<file path="src/rtl/worstrisc_pkg.sv">
// Shared constants and types for the writeback scheduler slice.
package worstrisc_pkg;

  localparam int unsigned XLEN      = 32;
  localparam int unsigned REG_SEL_W = 5;
  localparam logic [REG_SEL_W-1:0] REG_ZERO = REG_SEL_W'(0);

  typedef enum logic {
    REQ_ALU = 1'b0,
    REQ_LSU = 1'b1
  } req_e;

endpackage

</file>
<file path="src/rtl/rr_arbiter2.sv">
// Two-way round-robin arbiter: combinational grant, pointer moves to the loser.
module rr_arbiter2
  import worstrisc_pkg::*;
(
  input  logic clk_i,
  input  logic rst_i,
  input  logic req_alu_i,
  input  logic req_lsu_i,
  output logic gnt_alu_c,
  output logic gnt_lsu_c
);

  req_e ptr_q, ptr_d;

  always_comb begin
    gnt_alu_c = 1'b0;
    gnt_lsu_c = 1'b0;
    ptr_d     = ptr_q;
    if (req_alu_i && req_lsu_i) begin
      if (ptr_q == REQ_ALU) gnt_alu_c = 1'b1;
      else                  gnt_lsu_c = 1'b1;
    end else begin
      gnt_alu_c = req_alu_i;
      gnt_lsu_c = req_lsu_i;
    end
    if (gnt_alu_c)      ptr_d = REQ_LSU;
    else if (gnt_lsu_c) ptr_d = REQ_ALU;
  end

  always_ff @(posedge clk_i or negedge rst_i) begin
    if (!rst_i) ptr_q <= REQ_ALU;
    else        ptr_q <= ptr_d;
  end

endmodule

</file>
<file path="src/rtl/regfile_wb_scheduler.sv">
// Register-file write-port scheduler with busy scoreboard for issue hazards.
// Define WB_BYPASS_EN to forward the write-stage value to the source queries.
module regfile_wb_scheduler
  import worstrisc_pkg::*;
#(
  parameter int unsigned XLEN  = worstrisc_pkg::XLEN,
  parameter int unsigned NREGS = 32
) (
  input  logic                 clk_i,
  input  logic                 rst_i,
  input  logic                 mark_valid_i,
  input  logic [REG_SEL_W-1:0] mark_rd_i,
  output logic                 mark_ready_o,
  input  logic                 alu_valid_i,
  input  logic [REG_SEL_W-1:0] alu_rd_i,
  input  logic [XLEN-1:0]      alu_data_i,
  output logic                 alu_ready_o,
  input  logic                 lsu_valid_i,
  input  logic [REG_SEL_W-1:0] lsu_rd_i,
  input  logic [XLEN-1:0]      lsu_data_i,
  output logic                 lsu_ready_o,
  input  logic [REG_SEL_W-1:0] rs1_sel_i,
  input  logic [REG_SEL_W-1:0] rs2_sel_i,
  output logic                 rs1_busy_o,
  output logic                 rs2_busy_o,
`ifdef WB_BYPASS_EN
  output logic                 rs1_fwd_o,
  output logic                 rs2_fwd_o,
  output logic [XLEN-1:0]      fwd_data_o,
`endif
  output logic [REG_SEL_W-1:0] rf_sel_rd_o,
  output logic [XLEN-1:0]      rf_rd_o
);

  localparam int unsigned SEL_W = $clog2(NREGS);

  logic                 gnt_alu_c, gnt_lsu_c;
  logic [REG_SEL_W-1:0] sel_d, sel_q;
  logic [XLEN-1:0]      data_d, data_q;
  logic [NREGS-1:0]     busy_d, busy_q;
  logic                 rs1_pend_c, rs2_pend_c;

  rr_arbiter2 u_arb (
    .clk_i     (clk_i),
    .rst_i     (rst_i),
    .req_alu_i (alu_valid_i),
    .req_lsu_i (lsu_valid_i),
    .gnt_alu_c (gnt_alu_c),
    .gnt_lsu_c (gnt_lsu_c)
  );

  assign alu_ready_o  = gnt_alu_c;
  assign lsu_ready_o  = gnt_lsu_c;
  assign mark_ready_o = !busy_q[mark_rd_i[SEL_W-1:0]] || (mark_rd_i == REG_ZERO);

  // Write stage: select drops to x0 on an idle cycle, data is held.
  always_comb begin
    sel_d  = REG_ZERO;
    data_d = data_q;
    if (gnt_alu_c) begin
      sel_d  = alu_rd_i;
      data_d = alu_data_i;
    end else if (gnt_lsu_c) begin
      sel_d  = lsu_rd_i;
      data_d = lsu_data_i;
    end
  end

  // Retire clears first; a same-register mark is already refused via mark_ready_o.
  always_comb begin
    busy_d = busy_q;
    if (sel_q != REG_ZERO) busy_d[sel_q[SEL_W-1:0]] = 1'b0;
    if (mark_valid_i && mark_ready_o && (mark_rd_i != REG_ZERO))
      busy_d[mark_rd_i[SEL_W-1:0]] = 1'b1;
  end

  always_ff @(posedge clk_i or negedge rst_i) begin
    if (!rst_i) begin
      busy_q <= '0;
      sel_q  <= REG_ZERO;
      data_q <= '0;
    end else begin
      busy_q <= busy_d;
      sel_q  <= sel_d;
      data_q <= data_d;
    end
  end

  assign rf_sel_rd_o = sel_q;
  assign rf_rd_o     = data_q;
  assign rs1_pend_c  = busy_q[rs1_sel_i[SEL_W-1:0]] && (rs1_sel_i != REG_ZERO);
  assign rs2_pend_c  = busy_q[rs2_sel_i[SEL_W-1:0]] && (rs2_sel_i != REG_ZERO);

`ifdef WB_BYPASS_EN
  // A source matching the in-flight write takes the forwarded value instead of stalling.
  assign rs1_fwd_o  = (sel_q != REG_ZERO) && (sel_q == rs1_sel_i);
  assign rs2_fwd_o  = (sel_q != REG_ZERO) && (sel_q == rs2_sel_i);
  assign fwd_data_o = data_q;
  assign rs1_busy_o = rs1_pend_c && !rs1_fwd_o;
  assign rs2_busy_o = rs2_pend_c && !rs2_fwd_o;
`else
  assign rs1_busy_o = rs1_pend_c;
  assign rs2_busy_o = rs2_pend_c;
`endif

endmodule

</file>
<file path="config.mk">
export PLATFORM = sky130hd
export DESIGN_NAME = regfile_wb_scheduler
export DESIGN_NICKNAME = d
export VERILOG_FILES = /design/src/rtl/worstrisc_pkg.sv /design/src/rtl/rr_arbiter2.sv /design/src/rtl/regfile_wb_scheduler.sv
export SDC_FILE = /design/constraint.sdc
export NUM_CORES = 1
export LEC_CHECK = 0
export CAP_MARGIN = 20
export CELL_PAD_IN_SITES_DETAIL_PLACEMENT = 1
export CELL_PAD_IN_SITES_GLOBAL_PLACEMENT = 2
export CORE_MARGIN = 8
export CORE_UTILIZATION = 28
export CTS_CLUSTER_SIZE = 20
export DETAILED_ROUTE_END_ITERATION = 10
export PLACE_DENSITY_LB_ADDON = 0.08
export RECOVER_POWER = 25
export SLEW_MARGIN = 20
export SYNTH_ARGS = -nofsm -noshare
export SYNTH_HDL_FRONTEND = slang
export SYNTH_SLANG_ARGS = --single-unit
</file>
<file path="constraint.sdc">
create_clock -name clk_i -period 3.1 [get_ports clk_i]
set_clock_uncertainty 0.05 [all_clocks]
set_input_delay 0.465 -clock clk_i [delete_from_list [all_inputs] [get_ports clk_i]]
set_output_delay 0.465 -clock clk_i [all_outputs]
set_load 0.02 [all_outputs]
</file>
==> flow_summary.json <==
{
  "status": "finished with violations",
  "violations": "capacitance limit, slew limit",
  "wl_per_cell_um": 21.8,
  "nNetsFinal": 634,
  "post-place-cells": 712,
  "clock_sinks": 70,
  "worstPathArrival_ns": 2.55,
  "timing_hold_violations_final": 0,
  "syn_nets": 495,
  "die_x_um": 136,
  "placed_cell_area_mm2": 0.00571,
  "synth.cell_area_mm2": 0.00405,
  "fillers": 1623,
  "setup_viol_count_final": 0,
  "min_period_ns": 3.06,
  "synth_area_per_cell_um2": 10.1,
  "drtAntennaViolNets": 0,
  "power.ir.vdd_worst_uv": 288,
  "grt_first_pass_wirelength_um": 25300,
  "firstDrtPassIters": 4,
  "die_height_um": 136,
  "overflow": 0,
  "total_leakage_power_nw": 2.34,
  "grt_max_degree": 34,
  "startpoint_type": "input pin",
  "hpwl_um": 11900,
  "antenna_found_initial": 1,
  "insertion_delay_ns": 0.33,
  "cts_root_buffer": "clkbuf_16",
  "drc": 0,
  "num_vias": 3832,
  "dieArea_mm2": 0.0185,
  "cp-end-kind": "primary output",
  "synthCells": 401,
  "yosysUniqueCellTypes": 29,
  "cts_tree": "yes",
  "stdcell_count": 728,
  "via_per_inst": 5.26,
  "start_util_pct": 28.3,
  "cts_inserted_buffers": 9,
  "drtIter0Drc": 117,
  "hold_class": "register to register",
  "worst_slew_pin_slew_ns": 1.78,
  "final_area_mm2": 0.00601,
  "drive_gt1_share_pct": 18.6,
  "num_rows": 44,
  "gp_congestion": 0.840,
  "cp_data_required_time_ns": 2.58,
  "postCtsHoldBufs": 0,
  "seq_area_frac_synth_pct": 43.3,
  "crit_type": "input pin to primary output",
  "synth_seq_cells": 70,
  "port_buffers": 135,
  "area_delta_synth_final_pct": 48.7,
  "finalMaxSlewViolations": 30,
  "totalWireLength_um": 15900,
  "rsz0062_at_grt": "no",
  "core_mm2": 0.0143,
  "timing.fmax_mhz": 326,
  "clk_pin_slew_ns": 0.05,
  "slew_headroom_pct": -18.8,
  "drv_cap": 1,
  "io_pins": 136,
  "period_share_pct": 98.9,
  "cellPowerDensity_mw_per_mm2": 610,
  "cts_htree_levels": 3,
  "yosysWarnings": 0,
  "cp_max_fo": 9,
  "multi_input_area_mm2": 0.00217,
  "grt_pass1_vias": 4346,
  "cts.path.max_buffers": 2,
  "track_usage_pct": 17.8,
  "ff_latch_area_mm2": 0.00175,
  "finalSetupTns_ns": 0
}
==> path summary, 6_finish.rpt <==
check / startpoint / endpoint / slack, ns / depth (start not counted)
worst max-delay path: rs2_sel_i[0] / rs2_busy_o / 0.04 / 6
worst min-delay path: busy_q[0] / busy_q[0] / 0.33 / 0
worst max register to register: busy_q[8] / busy_q[11] / 1.24 / 3
worst min register to register: busy_q[0] / busy_q[0] / 0.33 / 0
max in group asynchronous: rst_i / busy_q[1] / 1.04 / 2
min in group asynchronous: rst_i / rf_rd_o[16] / 0.54 / 1
==> placed cells by master, fill, tap and decap left out, types with 4 or more instances in the layout <==
| cell | Yosys | routed |
|---|---|---|
| a22o_1 | 5 | 5 |
| buf_4 | 0 | 13 |
| inv_1 | 4 | 4 |
| clkbuf_8 | 0 | 5 |
| o22ai_1 | 34 | 34 |
| nand2_1 | 16 | 16 |
| nor2_1 | 69 | 69 |
| mux2i_1 | 4 | 4 |
| mux4_2 | 22 | 22 |
| nand3_1 | 11 | 11 |
| clkbuf_16 | 0 | 10 |
| nand2b_1 | 6 | 6 |
| mux2_2 | 40 | 40 |
| nand3b_1 | 6 | 6 |
| buf_12 | 0 | 4 |
| clkdlybuf4s50_1 | 0 | 130 |
| dfrtp_1 | 70 | 70 |
| o21ai_0 | 67 | 67 |
==> Yosys cell counts <==
cell       n  area, µm²
nor3_1     1       5.00
or2_2      1       6.26
mux2i_1    4       40.0
nand3b_1   6       45.0
clkbuf_1  19       71.3
o21ai_0   67        335
dfrtp_1   70       1750
mux2_2    40        450
nand4_1    2       12.5
or3b_2     2       17.5
or4b_1     1       10.0
a21boi_1   1       7.51
o22ai_1   34        213
nor2_1    69        259
a21oi_1    2       10.0
nand3_1   11       55.1
nor2b_1    2       12.5
or4_1      2       15.0
nand4b_1   1       8.76
a31oi_1    1       6.26
mux4_2    22        495
nand2_1   16       60.1
or3_1      3       18.8
buf_1      4       15.0
o211ai_1   1       7.51
nand2b_1   6       37.5
buf_2      4       20.0
a22o_1     5       43.8
inv_1      4       15.0
==> worst max-delay path, stage by stage <==
cell,delay [ns]
clkdlybuf4s50_1,0.52
buf_12,0.15
mux4_2,0.50
mux4_2,0.46
mux2_2,0.28
buf_2,0.16
==> kinds of logic after synthesis <==
logic type | share of synthesized area (%)
DFF | 43.3
AOI/OAI and AO/OA | 15.4
buffers and inverters | 3.00
muxes | 24.4
and+or+nand+nor | 13.9
==> layout make-up <==
| class | count | share of cell area (%) |
|---|---|---|
| sequential | 70 | 29.1 |
| tap | 184 | 3.83 |
| multi-input combinational | 300 | 36.1 |
| antenna | 1 | 0.0416 |
| inverter | 4 | 0.250 |
| timing repair buffer | 155 | 25.8 |
| clock buffer | 14 | 4.89 |
==> what timing repair did <==
item	CTS	global route
endpoints found under the setup margin	3	1
gates cloned	0	1
resized for setup	9	1
buffers inserted	0	0
==> report_power, final <==
part	switching, W	internal [W]
sequential	0.000268	0.00115
clock	0.000377	0.000642
combinational	0.000558	0.000674
==> registers in the layout, indices dropped and copies added (netlist names) <==
signal / flops
busy_q: 32
rf_rd_o: 32
rf_sel_rd_o: 5
u_arb.ptr_q: 1
==> routing by layer <==
| metal | GRT usage (%) | wire (µm) |
|---|---|---|
| met1 | 22.6 | 6970 |
| met2 | 27.8 | 7470 |
| met3 | 6.91 | 1250 |
| met4 | 4.39 | 199 |
| met5 | 0 | 0 |
==> stage by stage <==
stage | utilization (%) | total power [W] | hold slack [ns] | worst slack [ns]
global placement | 39.9 | 0.00265 | 0.321 | -0.340
detailed placement | 39.9 | 0.00268 | 0.322 | -0.356
CTS | 41.9 | 0.00372 | 0.158 | 0.0236
global route | 42.0 | 0.00390 | 0.354 | 0.00309
finish | 42.0 | 0.00367 | 0.327 | 0.0351
floorplan | - | 0.00206 | 0.119 | 0.597
No activity file was read; power rests on OpenSTA's default activity.
